[src/rtl/epcs_read_sequencer.sv]
// epcs_read_sequencer: issues a serial-flash READ through the EPCS SPI core register port and streams the data bytes out
module epcs_read_sequencer #(
  parameter logic [7:0] CMD_READ = 8'h03,
  parameter logic [7:0] DUMMY_TX = 8'h00
) (
  input  logic        clk,
  input  logic        reset_n,
  input  logic        start,
  input  logic [23:0] start_addr,
  input  logic [15:0] byte_count,
  output logic        busy,
  output logic        done,
  output logic [7:0]  out_data,
  output logic        out_valid,
  input  logic        out_ready,
  output logic [2:0]  spi_address,
  output logic        spi_chipselect,
  output logic        spi_read_n,
  output logic        spi_write_n,
  output logic [15:0] spi_writedata,
  input  logic [15:0] spi_readdata,
  input  logic        spi_readyfordata,
  input  logic        spi_dataavailable
);
  typedef enum logic [2:0] {IDLE, SSO_ON, TX_WAIT, RX_WAIT, OUT_HOLD, SSO_OFF, DONE} state_t;
  state_t state, state_nx;
  logic [1:0] ph, ph_nx;
  logic [23:0] addr;
  logic [15:0] rem;
  logic [2:0] hdr;
  logic [7:0] tx_byte;
  logic strobe;
  logic unused;
  assign unused = ^spi_readdata[15:8];
  always_ff @(posedge clk or negedge reset_n) begin
    if (!reset_n) begin
      state <= IDLE;
      ph <= 2'd0;
    end else begin
      state <= state_nx;
      ph <= ph_nx;
    end
  end
  always_ff @(posedge clk or negedge reset_n) begin
    if (!reset_n) begin
      addr <= 24'd0;
      rem <= 16'd0;
      hdr <= 3'd0;
      out_data <= 8'd0;
      done <= 1'b0;
    end else begin
      done <= state == DONE;
      if (state == IDLE && start) begin
        addr <= start_addr;
        rem <= byte_count;
        hdr <= 3'd0;
      end
      if (state == RX_WAIT && ph == 2'd2) begin
        if (hdr != 3'd4) hdr <= hdr + 3'd1;
        else out_data <= spi_readdata[7:0];
      end
      if (state == OUT_HOLD && out_ready) rem <= rem - 16'd1;
    end
  end
  // ph: 0 = no access, 1/2 = the two strobe cycles; a wait state always returns to 0 before the next access
  always_comb begin
    state_nx = state;
    ph_nx = (ph == 2'd1) ? 2'd2 : 2'd0;
    case (state)
      IDLE: if (start) begin
        state_nx = (byte_count == 16'd0) ? DONE : SSO_ON;
        ph_nx = (byte_count == 16'd0) ? 2'd0 : 2'd1;
      end
      SSO_ON: if (ph == 2'd2) state_nx = TX_WAIT;
      TX_WAIT: begin
        if (ph == 2'd0 && spi_readyfordata) ph_nx = 2'd1;
        if (ph == 2'd2) state_nx = RX_WAIT;
      end
      RX_WAIT: begin
        if (ph == 2'd0 && spi_dataavailable) ph_nx = 2'd1;
        if (ph == 2'd2) state_nx = (hdr == 3'd4) ? OUT_HOLD : TX_WAIT;
      end
      OUT_HOLD: if (out_ready) begin
        state_nx = (rem == 16'd1) ? SSO_OFF : TX_WAIT;
        ph_nx = (rem == 16'd1 || spi_readyfordata) ? 2'd1 : 2'd0;
      end
      SSO_OFF: if (ph == 2'd2) state_nx = DONE;
      DONE: state_nx = IDLE;
      default: state_nx = IDLE;
    endcase
  end
  always_comb begin
    strobe = ph != 2'd0;
    busy = state != IDLE;
    out_valid = state == OUT_HOLD;
    spi_chipselect = strobe;
    spi_read_n = !(strobe && state == RX_WAIT);
    spi_write_n = !(strobe && state != RX_WAIT);
    spi_address = (state == SSO_ON || state == SSO_OFF) ? 3'd3 : (state == TX_WAIT) ? 3'd1 : 3'd0;
    tx_byte = (hdr == 3'd0) ? CMD_READ : (hdr == 3'd1) ? addr[23:16] :
              (hdr == 3'd2) ? addr[15:8] : (hdr == 3'd3) ? addr[7:0] : DUMMY_TX;
    spi_writedata = (state == SSO_ON) ? 16'h0400 : (state == TX_WAIT) ? {8'h00, tx_byte} : 16'h0000;
  end
endmodule
[config.mk]
export PLATFORM = sky130hd
export DESIGN_NAME = epcs_read_sequencer
export DESIGN_NICKNAME = d
export VERILOG_FILES = /design/src/rtl/epcs_read_sequencer.sv
export SDC_FILE = /design/constraint.sdc
export NUM_CORES = 1
export LEC_CHECK = 0
export BUFFER_PORTS_ARGS = -buffer_cell sky130_fd_sc_hd__buf_2
export CAP_MARGIN = 20
export CORE_ASPECT_RATIO = 1.5
export CORE_MARGIN = 4
export CORE_UTILIZATION = 50
export CTS_CLUSTER_DIAMETER = 80
export DETAILED_ROUTE_END_ITERATION = 10
export HOLD_SLACK_MARGIN = 0.06
export PLACE_DENSITY_LB_ADDON = 0.25
export SLEW_MARGIN = 40
export SYNTH_ARGS = -nofsm -noshare
export SYNTH_HDL_FRONTEND = slang
export SYNTH_SLANG_ARGS = --single-unit
[constraint.sdc]
create_clock -name clk -period 2.4 [get_ports clk]
set_input_delay 0.12 -clock clk [delete_from_list [all_inputs] [get_ports clk]]
set_output_delay 0.12 -clock clk [all_outputs]
set_load 0.01 [all_outputs]
# Yosys cells after proc, flatten, opt, wreduce, memory -nomap -nowiden
# Cells that the tools add are included.
totals:
  regBits: 57
  latch_bits: 0
  mem_bits_rw: 0
  rom_bits: 0
  in_bits: 62
  out_inout_bits: 33
  memories: 0
op_classes:
  n_addsub: 2
  n_mul: 0
  div: 0
  order_cmp: 0
  n_eq_ne: 21
  shifts: 0
  muxes: 31
  bitwise_logic: 1
  n_reduce_logical: 20
ops:
  columns: ["op", "count"]
  rows:
  - ["$mux 8", 5]
  - ["$mux 3", 12]
  - ["$mux 16", 2]
  - ["$pmux 3 s6", 1]
  - ["$eq 16x1->1 const B", 1]
  - ["$logic_not 16->1", 1]
  - ["$sub 16x1->16 const B", 1]
  - ["$eq 3x2->1 const B", 4]
  - ["$eq 3x3->1 const B", 4]
  - ["$mux 2", 6]
  - ["$mux 11", 1]
  - ["$ne 2x2->1 const B", 4]
  - ["$pmux 2 s4", 1]
  - ["$logic_and 1x1->1", 7]
  - ["$eq 3x1->1 const B", 2]
  - ["$logic_not 3->1", 2]
  - ["$reduce_and 6->1", 1]
  - ["$ne 2x1->1 const B", 2]
  - ["$reduce_bool 2->1", 2]
  - ["$add 3x1->3 const B", 1]
  - ["$mux 1", 3]
  - ["$ne 3x2->1 const B", 1]
  - ["$ne 3x3->1 const B", 1]
  - ["$reduce_bool 3->1", 1]
  - ["7 further kinds", 9]

# Logic depth before layout (Yosys ltp)
# Gate-level depths: netlist of run 1.
logic_depth:
  depth_word: 7
  depth_mapped: 7

# Worst setup path after synthesis of run 1
# No wires, ideal clock.
synth_path:
  path_kind: "reg2reg"
  startpoint: "register state[1]"
  endpoint: "register rem[8]"
  arrival_ns: 1.699
  setup_slack_ns: 0.575
  stages_incl_launch_ff: 7
  synth_period_minus_slack_ns: 1.825
  path_cell_list: "dfrtp_1 buf_2 nor3b_1 nand2_1 nor2_1 a21oi_1 a221o_1"
synth_between:
  elab_chain_cells: 3
synth_lines:
  columns: ["element", "line", "text"]
  rows:
  - ["start, declared", "26", "state_t state, state_nx;"]
  - ["start signal, assigned", "40", "state <= state_nx;"]
  - ["$eq 3x3->1 *", null, null]
  - ["via out_valid", "14", "output logic out_valid,"]
  - ["$logic_and 1x1->1 *", "62", "if (state == OUT_HOLD && out_ready) rem <= rem - 16'd1;"]
  - ["$mux 16 or $reduce_bool 2->1 (tied branches)", null, null]
  - ["end signal, assigned", "55", "rem <= byte_count;"]
  - ["end signal, assigned", "62", null]
  - ["end, declared", "29", "logic [15:0] rem;"]
# The timed path passes the listed nets; every way through them passes the cells marked *.
# A chain may end at the register's enable or synchronous reset.

# Worst setup path in the final report of run 1
layout_path:
  startpoint: "register hdr[0]"
  endpoint: "output spi_writedata[0]"
layout_between:
  elab_chain_cells: 7
layout_lines:
  columns: ["element", "line", "text"]
  rows:
  - ["start, declared", "30", "logic [2:0] hdr;"]
  - ["start signal, assigned", "59", "if (hdr != 3'd4) hdr <= hdr + 3'd1;"]
  - ["$eq 3x2->1", "101", "(hdr == 3'd2) ? addr[15:8] : (hdr == 3'd3) ? addr[7:0] : DUMMY_TX;"]
  - ["$mux 8 (2 in series)", "101", null]
  - ["$mux 8", "100", "tx_byte = (hdr == 3'd0) ? CMD_READ : (hdr == 3'd1) ? addr[23:16] :"]
  - ["$mux 8 *", "100", null]
  - ["$mux 8 *", "102", "spi_writedata = (state == SSO_ON) ? 16'h0400 : (state == TX_WAIT) ? {8'h00, tx_byte} : 16'h0000;"]
  - ["$mux 11 *", "102", null]
  - ["end, declared", "20", "output logic [15:0] spi_writedata,"]
# Every way passes the cells marked *; elsewhere a longest branch is shown, timed or not.

==> results of run 1 <==
worst paths after layout:
check | startpoint | endpoint | slack [ns] | cells past startpoint
min in group asynchronous | reset_n | done | 0.35 | 2
worst min-delay path | byte_count[14] | rem[14] | 0.07 | 3
worst min register to register | ph[1] | ph[1] | 0.45 | 1
worst max-delay path | hdr[0] | spi_writedata[0] | 0.23 | 8
max in group asynchronous | reset_n | out_data[3] | 1.45 | 3
worst max register to register | state[1] | out_data[7] | 0.47 | 5
synth_stat cells (all sizes together), types with 2 or more instances:
| cell | count | area [sq um] |
|---|---|---|
| nand2 | 106 | 403 |
| dfrtp | 57 | 1430 |
| nor2 | 32 | 120 |
| buf | 16 | 97.6 |
| a21oi | 14 | 70.1 |
| o21ai | 13 | 65.1 |
| a211oi | 10 | 75.1 |
| inv | 10 | 37.5 |
| nor4 | 9 | 77.6 |
| mux2 | 8 | 90.1 |
| nor3 | 8 | 45.0 |
| and3 | 7 | 43.8 |
| ha | 7 | 87.6 |
| nand3 | 7 | 35.0 |
| clkbuf | 6 | 22.5 |
| o311ai | 5 | 43.8 |
| a221o | 4 | 40.0 |
| mux2i | 4 | 40.0 |
| nand2b | 4 | 25.0 |
| nor2b | 4 | 25.0 |
| a22oi | 3 | 22.5 |
| a311oi | 3 | 26.3 |
| nor3b | 3 | 22.5 |
| a21o | 2 | 15.0 |
| o211ai | 2 | 15.0 |
| o21a | 2 | 15.0 |
state kept, by name, summed over array words and instances, names as in the netlist:
register,cells
addr,24
rem,16
out_data,8
hdr,3
state,3
ph,2
done,1
per-stage QoR:
stage	area [sq um]	hold slack, ns
floorplan	3120	-0.176
global placement	3580	0.196
detailed placement	3580	0.190
CTS	4220	0.0625
global route	4220	0.0650
finish	4220	0.0738
routing by layer:
metal / wire length, um / vias to the layer above / track usage, %
li1: - / 1486 / -
met1: 3230 / 1415 / 25.9
met2: 4500 / 94 / 40.9
met3: 370 / 20 / 6.09
met4: 205 / 0 / 9.01
met5: 0 / - / 0
layout by cell type, fill, tap and decap left out, types with 8 or more instances in the layout:
| master | Yosys | final |
|---|---|---|
| clkbuf_8 | 0 | 10 |
| nand2_1 | 104 | 104 |
| nor2_1 | 32 | 32 |
| dlygate4sd3_1 | 0 | 42 |
| conb_1 | 1 | 8 |
| mux2_2 | 8 | 8 |
| buf_2 | 6 | 78 |
| inv_1 | 10 | 10 |
| buf_4 | 8 | 10 |
| a211oi_1 | 10 | 10 |
| dfrtp_1 | 57 | 57 |
| a21oi_1 | 14 | 14 |
| o21ai_0 | 13 | 13 |
worst max-delay path, cell delays in order (launching register included):
cell and delay, ns:
dfrtp_1 0.44, inv_1 0.10, ha_1 0.22, nor2b_1 0.21, nor2_1 0.08, a22oi_1 0.16
nor2_1 0.06, a211oi_1 0.27, buf_2 0.19
power groups by stage:
stage	Combinational [W]	Sequential [W]	Clock (W)
floorplan	0.00117	0.00161	0
global placement	0.00157	0.00167	0
detailed placement	0.00162	0.00170	0
CTS	0.00168	0.00168	0.00101
global route	0.00189	0.00174	0.00106
finish	0.00167	0.00169	0.000992
cell families (layout without fill, tap and decap cells):
| kind of cell | Yosys count | in the layout | share of synthesized area [%] |
|---|---|---|---|
| buf+inv | 32 | 156 | 5.10 |
| simple gates | 187 | 187 | 27.5 |
| other cells | 1 | 8 | 0.121 |
| compound gates | 64 | 64 | 14.0 |
| flops | 57 | 57 | 46.2 |
| mux | 12 | 12 | 4.21 |
| fa+ha+maj | 7 | 7 | 2.83 |
cell type report:
| cell class | count | share of cell area (%) |
|---|---|---|
| sequential | 57 | 33.8 |
| tap | 72 | 2.14 |
| inverter | 10 | 0.890 |
| clock inverter | 5 | 1.90 |
| clock buffer | 10 | 3.26 |
| timing repair buffer | 131 | 21.5 |
| multi-input combinational | 278 | 36.5 |
what timing repair did:
item	CTS	global route
setup endpoints to repair	0	0
hold buffers	42	0
endpoints found under the hold margin	67	0
==> impl_metrics.toml, run 1 <==
[run_status]
run_status = "complete, no violations"

[placed_design]
hpwlAfterDp_um = 5770
numPortBuffers = 78
globalplace.congestion = 0.918
place_inst = 506
dp_slack_ns = 0.509

[cts]
clockRootBuffer = "clkbuf_8"
cts_tree = "built"
h-tree-depth = 3
postCtsSetupRepairBufs = 0
ctsResizeCount = 0
cts_inserted_buffers = 9
clock_sinks = 57
clk_pin_slew_ns = 0.07
clockBufferDepth = 2
insertion_delay_ns = 0.34

[worst_setup_path]
cp-start-kind = "flop"
worstSetupPathType = "reg -> out"
cp.arrival_ns = 2.05
critical_path_required_ns = 2.28
cp_max_fo = 5
cp-end-kind = "output port"

[layout]
seq_area_sq_um = 1430
final_util_pct = 71.3
antenna_cells = 0
instances_no_fill = 563
drive_above_1_share_pct = 24.4
multiInputGateArea_sq_um = 1540
final_nets = 556
area_delta_synth_final_pct = 36.4
fill_cells = 485

[yosys]
synth_area_sq_um = 3090
avgSynthCellArea_sq_um = 8.58
synth_edf_count = 0
synth.distinct_cells = 46
seq_area_frac_synth_pct = 46.2
ys.flop_type = "dfrtp_1"
async_reset_ff_share_pct = 100
synth_seq_cells = 57
yosysWarnings = 0
postSynthCellCount = 360

[floorplanning]
die_w_um = 72.2
initial_core_util_pct = 52.3
die_height_um = 104
row_count = 34
die-area_sq_um = 7530
coreArea_sq_um = 5910
io_pins = 95

[drt]
drtAntennaViolNets = 0
dr.pass1.iters = 4
drc = 0
vias_per_cell = 5.36
wl_per_cell_um = 14.7
routed_wl_um = 8300
first_iter_violations = 162
vias = 3015

[power_and_ir_drop]
leakage_nw = 2.09
ir_worst_vdd_mv = 0.635
p_int_w = 0.00267
powerDensity_nw_per_um2 = 1030
power_frac_comb_pct = 38.4
totalPowerFinal_w = 0.00435
p_clk_share_pct = 22.8
p_sw_w = 0.00168
p_sw_share_pct = 38.7
power_frac_seq_pct = 38.8

[hold_path]
hp-class = "in -> reg"

[timing]
finalHoldViolCount = 0
final-setup-viol-count = 0
clock.fmax_mhz = 460
relSlewSlack_pct = 55.7
worst-slew-pin-transition_ns = 0.664
layout_setup_ws_ns = 0.225
min_period_ns = 2.17
finalMaxSlewViolations = 0
fin_skew_ns = 0.00499
grt_setup_unrepaired = "no"
setup-tns-final_ns = 0
fin_crit_sh_pct = 90.6

[flow_run]
maxCapViolCount = 0

[global_route]
track_usage_pct = 23.2
grt_overflow = 0
grt_pass1_vias = 3116
grt_max_degree = 32
grt_pass1_wl_um = 13900
antenna_found_initial = 0
Note: power is estimated with default switching activity, not from simulation.
==> run 2: changes to the inputs <==
RECOVER_POWER = 50   (was not set)
==> run 2 against run 1 <==
  * The flow now finishes with violations (max-capacitance violations, max-slew violations)
  * Worst setup slack about the same
  * Clock skew about the same
  * First-iteration DRC count unchanged
  * Combinational power about the same
  * Clock power about the same
  * Non-clock buffer count unchanged
  * Global-route usage unchanged
==> impl_metrics.toml, run 2 (synthesis gave the netlist of run 1 again) <==
[run_status]
run_status = "finished, violations left"
failed_checks = "max-capacitance violations, max-slew violations"

[global_route]
grt_overflow = 0
grt_max_degree = 32
antenna_found_initial = 0
track_usage_pct = 23.2
grt_pass1_wl_um = 13900
grt_pass1_vias = 3116

[floorplanning]
die-area_sq_um = 7530
die_w_um = 72.2
initial_core_util_pct = 52.3
io_pins = 95
coreArea_sq_um = 5910
row_count = 34
die_height_um = 104

[layout]
reg.largest.list = "addr x24, rem x16, out_data x8"
final_common_cell = "nand2_1"
top_register = "addr"
fill_cells = 480
layout_common_cells = "nand2_1 (104), buf_2 (66), dfrtp_1 (57)"
area_delta_synth_final_pct = 36.0
final_nets = 556
instances_no_fill = 563
largest_register_ffs = 24
antenna_cells = 0
final_util_pct = 71.1
drive_above_1_share_pct = 22.0

[worst_setup_path]
reg2reg_depth = 5
cp-start-kind = "flop"
rr_endpoint = "out_data[7]"
rrSetupSlack_ns = 0.47
crit_start = "hdr[0]"
cp.arrival_ns = 2.05
cp-end-kind = "output port"
critical_path.endpoint = "spi_writedata[0]"
worstSetupPathType = "reg -> out"
cp_max_fo = 5
worstReg2RegStart = "state[1]"
critical_path_required_ns = 2.28

[timing]
min_period_ns = 2.17
relSlewSlack_pct = -6.81
fin_crit_sh_pct = 90.6
grt_setup_unrepaired = "no"
finalHoldViolCount = 0
finalMaxSlewViolations = 27
worst-slew-pin-transition_ns = 1.60
final-setup-viol-count = 0
fin_skew_ns = 0.00496
clock.fmax_mhz = 460
setup-tns-final_ns = 0

[power_and_ir_drop]
ir_worst_vdd_mv = 0.635
leakage_nw = 2.04
totalPowerFinal_w = 0.00434
powerDensity_nw_per_um2 = 1030

[placed_design]
numPortBuffers = 78
hpwlAfterDp_um = 5770
place_inst = 506
globalplace.congestion = 0.918

[drt]
vias_per_cell = 5.37
routed_wl_um = 8320
dr.pass1.iters = 4
drtAntennaViolNets = 0
drc = 0
first_iter_violations = 162
vias = 3021
wl_per_cell_um = 14.8

[hold_path]
hp-start = "byte_count[14]"
hp-class = "in -> reg"

[cts]
clock_sinks = 57
clockRootBuffer = "clkbuf_8"
cts_inserted_buffers = 9
clk_pin_slew_ns = 0.07
clockBufferDepth = 2
postCtsSetupRepairBufs = 0
h-tree-depth = 3
cts.hold.buffers_added = 42
insertion_delay_ns = 0.34
ctsResizeCount = 0
cts_tree = "built"

[flow_run]
maxCapViolCount = 1
-- run 2: area by class of cell --
| class | instances | area (sq um) | area share (%) |
|---|---|---|---|
| Clock buffer | 10 | 138 | 3.28 |
| Clock inverter | 5 | 80.1 | 1.91 |
| Inverter | 10 | 37.5 | 0.893 |
| Multi-Input combinational cell | 278 | 1540 | 36.6 |
| Sequential cell | 57 | 1430 | 33.9 |
| Tap cell | 72 | 90.1 | 2.14 |
| Timing Repair Buffer | 131 | 891 | 21.2 |
-- run 2: metrics by stage --
step	hold slack (ns)	area [sq um]	worst slack [ns]
finish	0.0748	4200	0.225
global route	0.0650	4200	0.0757
CTS	0.0625	4220	0.198
detailed placement	0.190	3580	0.509
global placement	0.196	3580	0.542
floorplan	-0.176	3120	0.575
-- run 2: routing by layer --
metal	up-vias	global-route usage, %	part of all wire, %
met1	1423	25.9	39
met2	88	40.9	54
met3	20	6.09	4.3
met4	0	9.01	2.5
met5	-	0	0
li1	1490	-	-
-- run 2: how the worst min path moves through the flow --
| stage | endpoint | slack [ns] | depth (start not counted) |
|---|---|---|---|
| 2_1_floorplan | addr[0] | -0.18 | 0 |
| 3_5_place_dp | done | 0.19 | 1 |
| 3_3_place_gp | done | 0.20 | 1 |
| 4_1_cts | rem[14] | 0.06 | 3 |
| 6_report | rem[14] | 0.07 | 3 |
| 5_1_grt | rem[15] | 0.06 | 2 |
-- run 2: worst max-delay path, cell delays in order, from the launching register on --
cell and delay [ns]:
dfrtp_1 0.44, inv_1 0.10, ha_1 0.22, nor2b_1 0.21, nor2_1 0.08, a22oi_1 0.16
nor2_1 0.06, a211oi_1 0.27, buf_2 0.19
-- run 2: report_power, final --
group	switching, W	internal [W]	total [W]
combinational	0.000961	0.000698	0.00166
sequential	0.000340	0.00135	0.00169
clock	0.000387	0.000604	0.000992
